<file path="src/rtl/pyfive_gpio_pkg.sv">
// Shared constants for the pyfive Wishbone GPIO bank: register word indices and default width.
package pyfive_gpio_pkg;

   localparam int unsigned N_IO_DEFAULT = 16;

   // Register word indices (byte offset >> 2)
   localparam logic [5:0] REG_OUT  = 6'h00;
   localparam logic [5:0] REG_OE   = 6'h01;
   localparam logic [5:0] REG_IN   = 6'h02;
   localparam logic [5:0] REG_EDGE = 6'h03;
   localparam logic [5:0] REG_IEN  = 6'h04;
   localparam logic [5:0] REG_STAT = 6'h05;

   // Expand Wishbone byte selects into a per-bit write mask
   function automatic logic [31:0] sel_to_mask(input logic [3:0] sel);
      return {{8{sel[3]}}, {8{sel[2]}}, {8{sel[1]}}, {8{sel[0]}}};
   endfunction

endpackage

</file>
<file path="src/rtl/pyfive_sync2.sv">
// Two-flop synchronizer for asynchronous pad inputs.
module pyfive_sync2 #(
   parameter int unsigned WIDTH = 1
) (
   input  logic             clk_i,
   input  logic             rst_ni,
   input  logic [WIDTH-1:0] d_i,
   output logic [WIDTH-1:0] q_o
);

   logic [WIDTH-1:0] s1_q;
   logic [WIDTH-1:0] s2_q;

   // Shift the asynchronous input through two stages
   always_ff @(posedge clk_i or negedge rst_ni) begin
      if (!rst_ni) begin
         s1_q <= '0;
         s2_q <= '0;
      end else begin
         s1_q <= d_i;
         s2_q <= s1_q;
      end
   end

   assign q_o = s2_q;

endmodule

</file>
<file path="src/rtl/pyfive_wb_gpio.sv">
// Wishbone-slave GPIO bank: output data/enable, synchronized inputs, edge-detect sticky IRQ.
module pyfive_wb_gpio
   import pyfive_gpio_pkg::*;
#(
   parameter int unsigned N_IO      = N_IO_DEFAULT,
   parameter logic [31:0] BASE_ADDR = 32'h3000_0000
) (
   input  logic            wb_clk_i,
   input  logic            wb_rst_n,
   input  logic            wbs_cyc_i,
   input  logic            wbs_stb_i,
   input  logic            wbs_we_i,
   input  logic [3:0]      wbs_sel_i,
   input  logic [31:0]     wbs_adr_i,
   input  logic [31:0]     wbs_dat_i,
   output logic            wbs_ack_o,
   output logic [31:0]     wbs_dat_o,
   input  logic [N_IO-1:0] io_in,
   output logic [N_IO-1:0] io_out,
   output logic [N_IO-1:0] io_oeb,
   output logic            irq_o
);

   logic            ack_q;
   logic [31:0]     dat_q, dat_d;
   logic [N_IO-1:0] out_q, out_d;
   logic [N_IO-1:0] oe_q, oe_d;
   logic [N_IO-1:0] edge_q, edge_d;
   logic [N_IO-1:0] ien_q, ien_d;
   logic [N_IO-1:0] stat_q, stat_d;
   logic [N_IO-1:0] stat_clr;
   logic [N_IO-1:0] in_sync, in_prev_q;
   logic [N_IO-1:0] rise, fall, edge_hit;
   logic            irq_q;

   logic            win_hit;
   logic            req;
   logic [5:0]      reg_idx;
   logic [31:0]     bmask_full;
   logic [N_IO-1:0] bmask;
   logic [N_IO-1:0] wdat;
   logic [31:0]     rdata;
   logic            unused_bits;

   pyfive_sync2 #(
      .WIDTH (N_IO)
   ) u_sync (
      .clk_i  (wb_clk_i),
      .rst_ni (wb_rst_n),
      .d_i    (io_in),
      .q_o    (in_sync)
   );

   assign win_hit    = (wbs_adr_i[31:8] == BASE_ADDR[31:8]);
   // Blocking on ack_q gives the one-cycle ack pulse and the idle gap for a held strobe
   assign req        = wbs_cyc_i & wbs_stb_i & win_hit & ~ack_q;
   assign reg_idx    = wbs_adr_i[7:2];
   assign bmask_full = sel_to_mask(wbs_sel_i);
   assign bmask      = bmask_full[N_IO-1:0];
   assign wdat       = wbs_dat_i[N_IO-1:0];

   assign rise     = in_sync & ~in_prev_q;
   assign fall     = ~in_sync & in_prev_q;
   assign edge_hit = (rise & ~edge_q) | (fall & edge_q);

   // Address bits below the word and unused data/mask bits above N_IO
   assign unused_bits = ^{wbs_adr_i[1:0], wbs_dat_i, bmask_full};

   // Read mux: unimplemented offsets and bits above N_IO read as zero
   always_comb begin
      rdata = '0;
      case (reg_idx)
         REG_OUT:  rdata[N_IO-1:0] = out_q;
         REG_OE:   rdata[N_IO-1:0] = oe_q;
         REG_IN:   rdata[N_IO-1:0] = in_sync;
         REG_EDGE: rdata[N_IO-1:0] = edge_q;
         REG_IEN:  rdata[N_IO-1:0] = ien_q;
         REG_STAT: rdata[N_IO-1:0] = stat_q;
         default:  ;
      endcase
   end

   // Register next-state: byte-masked writes, W1C on STAT with new edges taking priority
   always_comb begin
      out_d    = out_q;
      oe_d     = oe_q;
      edge_d   = edge_q;
      ien_d    = ien_q;
      stat_clr = '0;
      if (req && wbs_we_i) begin
         case (reg_idx)
            REG_OUT:  out_d    = (out_q  & ~bmask) | (wdat & bmask);
            REG_OE:   oe_d     = (oe_q   & ~bmask) | (wdat & bmask);
            REG_EDGE: edge_d   = (edge_q & ~bmask) | (wdat & bmask);
            REG_IEN:  ien_d    = (ien_q  & ~bmask) | (wdat & bmask);
            REG_STAT: stat_clr = wdat & bmask;
            default:  ;
         endcase
      end
      stat_d = (stat_q & ~stat_clr) | edge_hit;
      dat_d  = (req && !wbs_we_i) ? rdata : '0;
   end

   // Bus handshake and software-visible registers
   always_ff @(posedge wb_clk_i or negedge wb_rst_n) begin
      if (!wb_rst_n) begin
         ack_q  <= 1'b0;
         dat_q  <= '0;
         out_q  <= '0;
         oe_q   <= '0;
         edge_q <= '0;
         ien_q  <= '0;
         stat_q <= '0;
      end else begin
         ack_q  <= req;
         dat_q  <= dat_d;
         out_q  <= out_d;
         oe_q   <= oe_d;
         edge_q <= edge_d;
         ien_q  <= ien_d;
         stat_q <= stat_d;
      end
   end

   // Previous-sample flop for edge detect and registered interrupt level
   always_ff @(posedge wb_clk_i or negedge wb_rst_n) begin
      if (!wb_rst_n) begin
         in_prev_q <= '0;
         irq_q     <= 1'b0;
      end else begin
         in_prev_q <= in_sync;
         irq_q     <= |(stat_q & ien_q);
      end
   end

   assign wbs_ack_o = ack_q;
   assign wbs_dat_o = dat_q;
   assign io_out    = out_q;
   assign io_oeb    = ~oe_q;
   assign irq_o     = irq_q;

endmodule

</file>
<file path="config.mk">
export PLATFORM = sky130hd
export DESIGN_NAME = pyfive_wb_gpio
export DESIGN_NICKNAME = d
export VERILOG_FILES = /design/src/rtl/pyfive_gpio_pkg.sv /design/src/rtl/pyfive_sync2.sv /design/src/rtl/pyfive_wb_gpio.sv
export SDC_FILE = /design/constraint.sdc
export NUM_CORES = 1
export LEC_CHECK = 0
export BUFFER_PORTS_ARGS = -buffer_cell sky130_fd_sc_hd__buf_4
export CORE_MARGIN = 2
export CORE_UTILIZATION = 31
export DETAILED_ROUTE_END_ITERATION = 16
export PLACE_DENSITY_LB_ADDON = 0.15
export SYNTH_ARGS = -nofsm -noshare
export SYNTH_HDL_FRONTEND = slang
export SYNTH_SLANG_ARGS = --single-unit
export TNS_END_PERCENT = 50
</file>
<file path="constraint.sdc">
create_clock -name wb_clk_i -period 2 [get_ports wb_clk_i]
set_input_delay 0.1 -clock wb_clk_i [delete_from_list [all_inputs] [get_ports wb_clk_i]]
set_output_delay 0.1 -clock wb_clk_i [all_outputs]
set_load 0.005 [all_outputs]
</file>
==> run_results.csv, run 1 <==
group,metric,value,unit
run_status,run_status,"complete, no violations",
timing,report.final.setup_viol,0,
place,post-dp-hpwl,12400,µm
logic_synthesis,synth_edf_count,0,
drt,first_pass_iters,4,
logic_synthesis,yosysSeqAreaShare,56.8,%
timing,clock_skew,0.00593,ns
logic_synthesis,postSynthAreaPerCell,13.8,µm²
drt,drt_iter0_drc,298,
layout,final_cells,932,
hold_path,hold_class,"in2reg",
drt,remaining_drc_errors,0,
global_routing,grt_first_pass_wirelength,27600,µm
setup_path,cp-startpoint,"wbs_ack_o$_DFF_PN0_",
die,floorplan.initialDensity,31.7,%
logic_synthesis,synth_async_sr_flop_share,100,%
drt,detail-route-antenna-nets,0,
drt,routed_via_density,4.92,
setup_path,critPathRequiredTime,2.30,ns
die,die_y,148,µm
layout,antenna_cells,0,
logic_synthesis,syn_area,6440,µm²
power,vdd_ir_max,0.582,mV
clocking,numClockSinks,146,
timing,rsz0062_at_grt,"false",
global_routing,antenna_found_initial,0,
die,fp.coreArea,20300,µm²
timing,setup-tns-final,0,ns
timing,max_slew.worst_pin.slew,0.548,ns
die,floorplan.die.width,148,µm
setup_path,cp_data_arrival_time,2.19,ns
clocking,cts-buffers-inserted,17,
global_routing,globalRouteTotalUtil,16.6,%
power,power.density_cell_area,761,nW/µm²
place,postPlaceCellArea,7850,µm²
flow_run,drv_cap,0,
timing,maxClockFrequency,529,MHz
clocking,max-clock-path-buffers,2,
hold_path,hold_start,"wbs_adr_i[4]",
drt,route.final.wire_length,17500,µm
clocking,cts_root_buffer,"sky130_fd_sc_hd__clkbuf_16",
timing,maxSlewViolCount,0,
setup_path,cp_slowest_stage_delay,0.40,ns
global_routing,first_global_vias,4830,
layout,share_of_post_route_cells_with_drive_strength_above_1,43.8,%
timing,hold_slack,0.146,ns
setup_path,cp_max_fo,12,
global_routing,grt_start_max_net_pins,55,
setup_path,crit_path_frequent_cell,"sky130_fd_sc_hd__buf_4",
layout,total_number_of_nets_in_the_final_design,738,
setup_path,cp_slowest_cell,"sky130_fd_sc_hd__dfrtp_1",
layout,design_area,8800,µm²
die,die_area,21900,µm²
clocking,cts_tree,"yes",
logic_synthesis,syn-instance-count,468,
layout,layout.cells.most_common_list,"146 x sky130_fd_sc_hd__dfrtp_1, 137 x sky130_fd_sc_hd__buf_4, 61 x sky130_fd_sc_hd__mux2_2, 34 x sky130_fd_sc_hd__dlygate4sd3_1, 33 x sky130_fd_sc_hd__nand3_1",
timing,slew_headroom,63.5,%
power,combinationalPowerShare,6.6,%
power,clock_power_share,48.1,%
setup_path,start_kind,"flop",
power,cellInternalPower,0.00523,W
layout,most_frequent_standard_cell_in_the_layout_excluding_fill_and_tap_cells,"sky130_fd_sc_hd__dfrtp_1",
die,placement_rows,52,
drt,vias,4588,
setup_path,path_delay_family,"simple AND/OR/NAND/NOR gates",
die,io_pins,155,
setup_path,crit_path_end_kind,"flop",
layout,syn2layout_area_growth,36.7,%
setup_path,worstPathCellList,"nor4b_4 > nand4_1 > buf_4 > nor3_2 > buf_4 > mux2_2",
layout,finish.utilization,43.3,%
logic_synthesis,synth.yosys.warnings,0,
power,power.share.switching,21.9,%
setup_path,critPathKind,"reg2reg",
place,numPortBuffers,118,
drt,routedWlPerCell,18.8,µm
logic_synthesis,synth-main-ff-cell,"sky130_fd_sc_hd__dfrtp_1",
timing,post-route-period-util,94.5,%
timing,hold_viol,0,
power,power_spent_charging_and_discharging_nets,0.00146,W
clocking,cts.htree.levels,4,
setup_path,critical_path.n_buffers_inverters,2,
power,leakagePower,4.00,nW
clocking,clkLatencyLatePin,0.42,ns
global_routing,grt.overflow.total,0,
logic_synthesis,yosysUniqueCellTypes,38,
clocking,postCtsSetupRepairBufs,0,
power,pwr-share-seq,45.3,%
logic_synthesis,ffs_latches_synth,146,
setup_path,crit-reg2reg-launch,"wbs_ack_o$_DFF_PN0_",
place,dpl.cell_count,866,
place,place.gp.congestion,0.822,
timing,fin_crit,1.89,ns
clocking,clk_transition_reported_paths,0.06,ns
-- synth_stat cells (all sizes together) (5+ instances only) --
library cell / instances / area, µm²
a211oi: 8 / 60.1
a22o: 11 / 96.3
a22oi: 8 / 60.1
a2bb2oi: 8 / 70.1
buf: 22 / 156
clkbuf: 13 / 48.8
dfrtp: 146 / 3650
inv: 17 / 63.8
mux2: 74 / 863
mux2i: 8 / 80.1
mux4: 9 / 203
nand2: 15 / 56.3
nand3: 33 / 165
nand3b: 16 / 120
nor3: 17 / 163
nor4b: 5 / 73.8
o31ai: 16 / 120
or3b: 16 / 140
-- layout make-up --
type                    instances  area (µm²)
clock buffers                  20         447
clock inverters                12         158
multi-input cells             285        2580
flip-flops and latches        146        3650
inverters                      17        63.8
well taps                     270         338
repair buffers                182        1560
fillers                      1893       11500
-- power by group through the flow --
stage,logic (W),clock network (W),registers [W]
after global routing,0.000483,0.00344,0.00304
after floorplan,0.000157,0,0.00307
after global placement,0.000387,0,0.00308
after CTS,0.000449,0.00330,0.00303
final,0.000441,0.00322,0.00303
after detailed placement,0.000395,0,0.00308
-- per-stage QoR --
stage | power (W) | setup slack (ns)
3_3_place_gp | 0.00347 | 0.0912
5_1_grt | 0.00696 | 0.0127
4_1_cts | 0.00678 | 0.0912
3_5_place_dp | 0.00348 | 0.0959
2_1_floorplan | 0.00323 | 0.00942
6_report | 0.00669 | 0.111
-- per-layer routing --
layer	global-route usage (%)	wire length (µm)	share of wire (%)	vias to the layer above
met5	0	0	0	-
met1	22.9	8270	47	2338
met2	26.2	8150	47	143
met3	3.13	740	4.2	25
met4	6.14	324	1.9	0
li1	-	-	-	2082
-- path summary, 6_finish.rpt --
kind                       depth (start not counted)  slack (ns)                       to
max in group asynchronous                          3        1.13     stat_q[13]$_DFF_PN0_
min in group asynchronous                          2        0.22                async pin
hold reg to reg                                    0        0.34  u_sync.q_o[5]$_DFF_PN0_
setup reg to reg                                   6        0.11                     flop
hold / removal                                     4        0.15   wbs_dat_o[1]$_DFF_PN0_
setup / recovery                                   6        0.11                     flop
-- cell families (layout without fill, tap and decap cells) --
family                 count (synthesis)  in the layout  synth area share (%)
AOI/OAI and AO/OA                     59             59                  7.17
buffers and inverters                 52            231                  4.18
DFF                                  146            146                  56.8
muxes                                 91             91                  17.8
other                                  1             16                0.0583
and+or+nand+nor                      119            119                  14.0
-- repair_timing --
item                                    in CTS  in global routing
endpoints found under the setup margin       0                  8
hold buffers                                34                  0
hold endpoints to repair                   136                  0
resized for setup                            0                  2
-- worst min-delay path: cells and delay by family --
family          cells  cell delay (ns)
simple gates        1             0.07
buf+inv             1             0.19
compound gates      2             0.16
No activity file was read; power rests on OpenSTA's default activity.
==> inputs of run 2 (changes only) <==
--- a/config.mk
+++ b/config.mk
@@ -6,6 +6,8 @@
 export NUM_CORES = 1
 export LEC_CHECK = 0
 export BUFFER_PORTS_ARGS = -buffer_cell sky130_fd_sc_hd__buf_4
+export CELL_PAD_IN_SITES_DETAIL_PLACEMENT = 2
+export CELL_PAD_IN_SITES_GLOBAL_PLACEMENT = 2
 export CORE_MARGIN = 2
 export CORE_UTILIZATION = 31
 export DETAILED_ROUTE_END_ITERATION = 16
==> run 2 against run 1 <==
Setup slack worse by 0.072 ns. Global-route usage is 2.8 points higher. Highest routed layer unchanged. Sequential power hardly changed.
==> run_results.csv, run 2 (synthesized netlist as in run 1, its figures left out) <==
group,metric,value,unit
drt,first_pass_iters,5,
timing,max_slew.worst_pin.slew,0.533,ns
die,fp.coreArea,20300,µm²
power,power.share.switching,22.1,%
global_routing,grt_first_pass_wirelength,32000,µm
clocking,cts-buffers-inserted,17,
die,placement_rows,52,
global_routing,antenna_found_initial,0,
clocking,cts.htree.levels,4,
layout,finish.utilization,44.1,%
layout,antenna_cells,0,
setup_path,start_kind,"flop",
place,numPortBuffers,118,
die,floorplan.initialDensity,31.7,%
layout,total_number_of_nets_in_the_final_design,751,
setup_path,cp-startpoint,"wbs_ack_o$_DFF_PN0_",
drt,routed_via_density,4.99,
clocking,max-clock-path-buffers,2,
clocking,clkLatencyLatePin,0.43,ns
global_routing,grt.overflow.total,0,
timing,clock_skew,0.00891,ns
power,power.density_cell_area,748,nW/µm²
setup_path,cp_max_fo,8,
layout,layout.cells.most_common_list,"146 x sky130_fd_sc_hd__dfrtp_1, 145 x sky130_fd_sc_hd__buf_4, 60 x sky130_fd_sc_hd__mux2_2, 34 x sky130_fd_sc_hd__dlygate4sd3_1, 33 x sky130_fd_sc_hd__nand3_1",
setup_path,critPathRequiredTime,2.30,ns
power,pwr-share-seq,45.3,%
place,dpl.cell_count,871,
hold_path,hold_class,"in2reg",
global_routing,first_global_vias,5346,
clocking,clk_transition_reported_paths,0.06,ns
run_status,run_status,"complete, no violations",
setup_path,cp_data_arrival_time,2.26,ns
place,place.gp.congestion,0.771,
drt,detail-route-antenna-nets,0,
global_routing,grt_start_max_net_pins,51,
clocking,cts_tree,"yes",
drt,routedWlPerCell,21.5,µm
layout,most_frequent_standard_cell_in_the_layout_excluding_fill_and_tap_cells,"sky130_fd_sc_hd__dfrtp_1",
hold_path,hold_start,"wbs_adr_i[4]",
flow_run,drv_cap,0,
timing,report.final.setup_viol,0,
drt,route.final.wire_length,20300,µm
setup_path,crit-reg2reg-launch,"wbs_ack_o$_DFF_PN0_",
die,io_pins,155,
clocking,numClockSinks,146,
power,cellInternalPower,0.00521,W
power,clock_power_share,47.9,%
die,die_y,148,µm
timing,fin_crit,1.96,ns
drt,remaining_drc_errors,0,
timing,maxClockFrequency,510,MHz
timing,rsz0062_at_grt,"true",
drt,vias,4705,
setup_path,critPathKind,"reg2reg",
global_routing,globalRouteTotalUtil,19.4,%
clocking,cts_root_buffer,"sky130_fd_sc_hd__clkbuf_16",
power,power_spent_charging_and_discharging_nets,0.00148,W
die,die_area,21900,µm²
timing,slew_headroom,64.5,%
power,combinationalPowerShare,6.8,%
timing,post-route-period-util,98.0,%
power,leakagePower,4.09,nW
power,vdd_ir_max,0.506,mV
drt,drt_iter0_drc,159,
layout,final_cells,943,
layout,syn2layout_area_growth,39.0,%
place,post-dp-hpwl,14000,µm
timing,maxSlewViolCount,0,
layout,share_of_post_route_cells_with_drive_strength_above_1,45.3,%
die,floorplan.die.width,148,µm
timing,hold_slack,0.135,ns
setup_path,crit_path_end_kind,"flop",
timing,hold_viol,0,
[run 2: cell count changes in the layout (fill, tap and decap cells not counted), sizes merged]
cell	previous run	this run
clkinv	5	4
buf	148	161
inv	18	17
[run 2: final cells by class]
type | instances | area [µm²]
Clock buffer | 20 | 447
Clock inverter | 10 | 136
Fill cell | 2071 | 11400
Inverter | 17 | 63.8
Multi-Input combinational cell | 285 | 2620
Sequential cell | 146 | 3650
Tap cell | 270 | 338
Timing Repair Buffer | 195 | 1690
[run 2: worst paths after layout]
kind	endpoint	slack, ns	cells past startpoint
max	flop	0.04	6
min	wbs_dat_o[7]$_DFF_PN0_	0.13	4
max reg2reg	flop	0.04	6
min reg2reg	u_sync.q_o[2]$_DFF_PN0_	0.35	0
max in group asynchronous	stat_q[9]$_DFF_PN0_	1.13	3
min in group asynchronous	u_sync.s1_q[4]$_DFF_PN0_	0.20	2
[run 2: timing repair]
item,in CTS,in global routing
buffers inserted,0,8
endpoints found under the hold margin,128,0
hold buffers,34,0
endpoints found under the setup margin,0,28
resized for setup,0,11
[run 2: through the flow]
| stage | total power (W) | setup WS (ns) | TNS [ns] | cell area, µm² |
|---|---|---|---|---|
| floorplan | 0.00323 | 0.00942 | 0 | 6500 |
| global placement | 0.00348 | 0.0883 | 0 | 7910 |
| detailed placement | 0.00349 | 0.0640 | 0 | 7910 |
| CTS | 0.00678 | 0.0343 | 0 | 8830 |
| global route | 0.00693 | -0.0710 | -1.26 | 8940 |
| finish | 0.00669 | 0.0390 | 0 | 8940 |
[run 2: power groups by stage]
stage | combinational, W | sequential [W] | clock [W]
after global placement | 0.000396 | 0.00308 | 0
after detailed placement | 0.000406 | 0.00308 | 0
after floorplan | 0.000157 | 0.00307 | 0
after global routing | 0.000496 | 0.00304 | 0.00340
final | 0.000456 | 0.00303 | 0.00320
after CTS | 0.000462 | 0.00303 | 0.00329
[run 2: layer usage]
metal / up-vias / track usage, % / share of wire [%]
li1: 2094 / - / -
met1: 2484 / 25.1 / 44
met2: 109 / 33.2 / 51
met3: 18 / 3.74 / 4.0
met4: 0 / 5.43 / 1.1
met5: - / 0 / 0
[run 2: worst max-delay path: stages, from the launching register on]
cell	delay, ns
sky130_fd_sc_hd__dfrtp_1	0.41
sky130_fd_sc_hd__nor4b_4	0.34
sky130_fd_sc_hd__nand4_1	0.17
sky130_fd_sc_hd__buf_6	0.18
sky130_fd_sc_hd__nor3_2	0.19
sky130_fd_sc_hd__buf_6	0.19
sky130_fd_sc_hd__mux2_2	0.36
==> inputs of run 3 (changes only) <==
--- a/config.mk
+++ b/config.mk
@@ -5,13 +5,14 @@
 export SDC_FILE = /design/constraint.sdc
 export NUM_CORES = 1
 export LEC_CHECK = 0
-export BUFFER_PORTS_ARGS = -buffer_cell sky130_fd_sc_hd__buf_4
+export BUFFER_PORTS_ARGS = -buffer_cell sky130_fd_sc_hd__buf_2
 export CELL_PAD_IN_SITES_DETAIL_PLACEMENT = 2
 export CELL_PAD_IN_SITES_GLOBAL_PLACEMENT = 2
 export CORE_MARGIN = 2
 export CORE_UTILIZATION = 31
 export DETAILED_ROUTE_END_ITERATION = 16
 export PLACE_DENSITY_LB_ADDON = 0.15
+export SKIP_CTS_REPAIR_TIMING = 1
 export SYNTH_ARGS = -nofsm -noshare
 export SYNTH_HDL_FRONTEND = slang
 export SYNTH_SLANG_ARGS = --single-unit
==> run 3 against run 2 <==
The run now ends with negative hold slack left. Maximum frequency up 4.2%. Non-clock buffer count down 19. Setup slack gained 0.079 ns. Via count shrank 1.6%. Global-route usage fell by 0.83 points. Clock skew is 0.0011 ns higher. Routed wire length fell by 3.2%.
==> run_results.csv, run 3 (synthesized netlist as in run 1, its figures left out) <==
group,metric,value,unit
setup_path,worstPathCellList,"nor4b_4 > nand4_1 > buf_6 > nor3_4 > buf_12 > mux2_2",
global_routing,first_global_vias,5130,
die,die_area,21900,µm²
layout,share_of_post_route_cells_with_drive_strength_above_1,45.0,%
setup_path,path_delay_family,"simple AND/OR/NAND/NOR gates",
drt,detail-route-antenna-nets,0,
timing,setup-tns-final,0,ns
global_routing,grt.overflow.total,0,
timing,hold_viol,2,
power,leakagePower,3.92,nW
global_routing,antenna_found_initial,0,
layout,syn2layout_area_growth,31.5,%
timing,clock_skew,0.00999,ns
timing,setup_ws,0.118,ns
die,floorplan.initialDensity,31.7,%
drt,remaining_drc_errors,0,
clocking,cts_root_buffer,"sky130_fd_sc_hd__clkbuf_16",
drt,first_pass_iters,4,
timing,fin_crit,1.88,ns
setup_path,crit-reg2reg-launch,"wbs_ack_o$_DFF_PN0_",
timing,rsz0062_at_grt,"false",
place,numPortBuffers,118,
hold_path,hold_class,"in2reg",
layout,register_area,3650,µm²
setup_path,critPathKind,"reg2reg",
setup_path,worstSetupPathDepth,6,
global_routing,grt_first_pass_wirelength,30600,µm
layout,most_frequent_standard_cell_in_the_layout_excluding_fill_and_tap_cells,"sky130_fd_sc_hd__dfrtp_1",
power,power.share.switching,21.9,%
layout,total_number_of_nets_in_the_final_design,732,
layout,finish.utilization,41.7,%
layout,final_cells,926,
power,combinationalPowerShare,5.9,%
setup_path,cp_slowest_cell,"sky130_fd_sc_hd__dfrtp_1",
drt,drt_iter0_drc,147,
layout,antenna_cells,0,
run_status,violated_checks,"negative hold slack",
global_routing,grt_start_max_net_pins,47,
die,fp.coreArea,20300,µm²
layout,multiInputGateArea,2580,µm²
clocking,max-clock-path-buffers,2,
setup_path,setup_slack_of_the_most_critical_reg_to_reg_path,0.12,ns
drt,vias,4632,
place,post-dp-hpwl,13900,µm
clocking,numClockSinks,146,
setup_path,critical_path.n_buffers_inverters,2,
power,power_spent_charging_and_discharging_nets,0.00148,W
timing,hold_slack,-0.00296,ns
flow_run,drv_cap,0,
power,pwr-share-seq,44.9,%
place,place.gp.congestion,0.784,
clocking,cts-buffers-inserted,17,
clocking,cts_tree,"yes",
clocking,cts.htree.levels,4,
die,floorplan.die.width,148,µm
setup_path,critPathRequiredTime,2.29,ns
timing,post-route-period-util,94.1,%
drt,route.final.wire_length,19600,µm
layout,layout.cells.most_common_list,"146 x sky130_fd_sc_hd__dfrtp_1, 117 x sky130_fd_sc_hd__buf_2, 61 x sky130_fd_sc_hd__mux2_2, 33 x sky130_fd_sc_hd__nand3_1, 23 x sky130_fd_sc_hd__buf_4",
global_routing,globalRouteTotalUtil,18.5,%
setup_path,cp-startpoint,"wbs_ack_o$_DFF_PN0_",
layout,fillerInstances,2077,
die,io_pins,155,
timing,maxClockFrequency,531,MHz
place,dp_slack,0.0414,ns
setup_path,cp_max_fo,12,
clocking,clk_transition_reported_paths,0.06,ns
power,power.density_cell_area,799,nW/µm²
clocking,clkLatencyLatePin,0.42,ns
die,placement_rows,52,
setup_path,start_kind,"flop",
setup_path,crit_path_end_kind,"flop",
setup_path,cp_slowest_stage_delay,0.41,ns
timing,maxSlewViolCount,0,
drt,routedWlPerCell,21.2,µm
die,die_y,148,µm
power,vdd_ir_max,0.558,mV
drt,routed_via_density,5.00,
power,clock_power_share,49.3,%
run_status,run_status,"complete, but fails checks",
setup_path,cp_data_arrival_time,2.17,ns
power,cellInternalPower,0.00528,W
place,dpl.cell_count,870,
timing,report.final.setup_viol,0,
setup_path,rr_worst_depth,6,
[run 3: worst reg2reg max path, stage by stage, from the launching register on]
cell and delay (ns):
sky130_fd_sc_hd__dfrtp_1 0.41, sky130_fd_sc_hd__nor4b_4 0.27, sky130_fd_sc_hd__nand4_1 0.15, sky130_fd_sc_hd__buf_6 0.20
sky130_fd_sc_hd__nor3_4 0.21, sky130_fd_sc_hd__buf_12 0.17, sky130_fd_sc_hd__mux2_2 0.35
[run 3: worst min path at each step]
stage,from,end,slack (ns),cells past startpoint
floorplan,wb_rst_n,async pin,-0.20,0
global placement,wb_rst_n,async pin,0.02,1
detailed placement,wb_rst_n,async pin,0.03,1
CTS,wb_rst_n,u_sync.q_o[4]$_DFF_PN0_,-0.42,1
global route,wbs_dat_i[5],flop,0.0009,2
finish,wbs_dat_i[13],flop,-0.003,2
[run 3: per-stage QoR]
step	power, W	area, µm²
2_1_floorplan	0.00323	6500
3_3_place_gp	0.00344	7600
3_5_place_dp	0.00346	7600
4_1_cts	0.00684	8210
5_1_grt	0.00702	8460
6_report	0.00676	8460
[run 3: layer usage]
metal,routed length [µm],vias up,track usage [%]
met5,0,-,0
met4,138,0,5.71
li1,-,2056,-
met2,9910,110,31.1
met1,8840,2458,24.5
met3,720,8,3.37
[run 3: final cells by class]
class	instances	area share [%]
sequential	146	43.2
multi-input combinational	285	30.5
timing repair buffer	176	14.4
clock buffer	24	5.81
tap	270	3.99
clock inverter	8	1.48
inverter	17	0.754
[run 3: power groups by stage]
stage,clock (W),combinational [W],sequential [W]
2_1_floorplan,0,0.000157,0.00307
6_report,0.00333,0.000398,0.00303
5_1_grt,0.00355,0.000438,0.00304
3_5_place_dp,0,0.000371,0.00309
4_1_cts,0.00344,0.000373,0.00303
3_3_place_gp,0,0.000359,0.00308
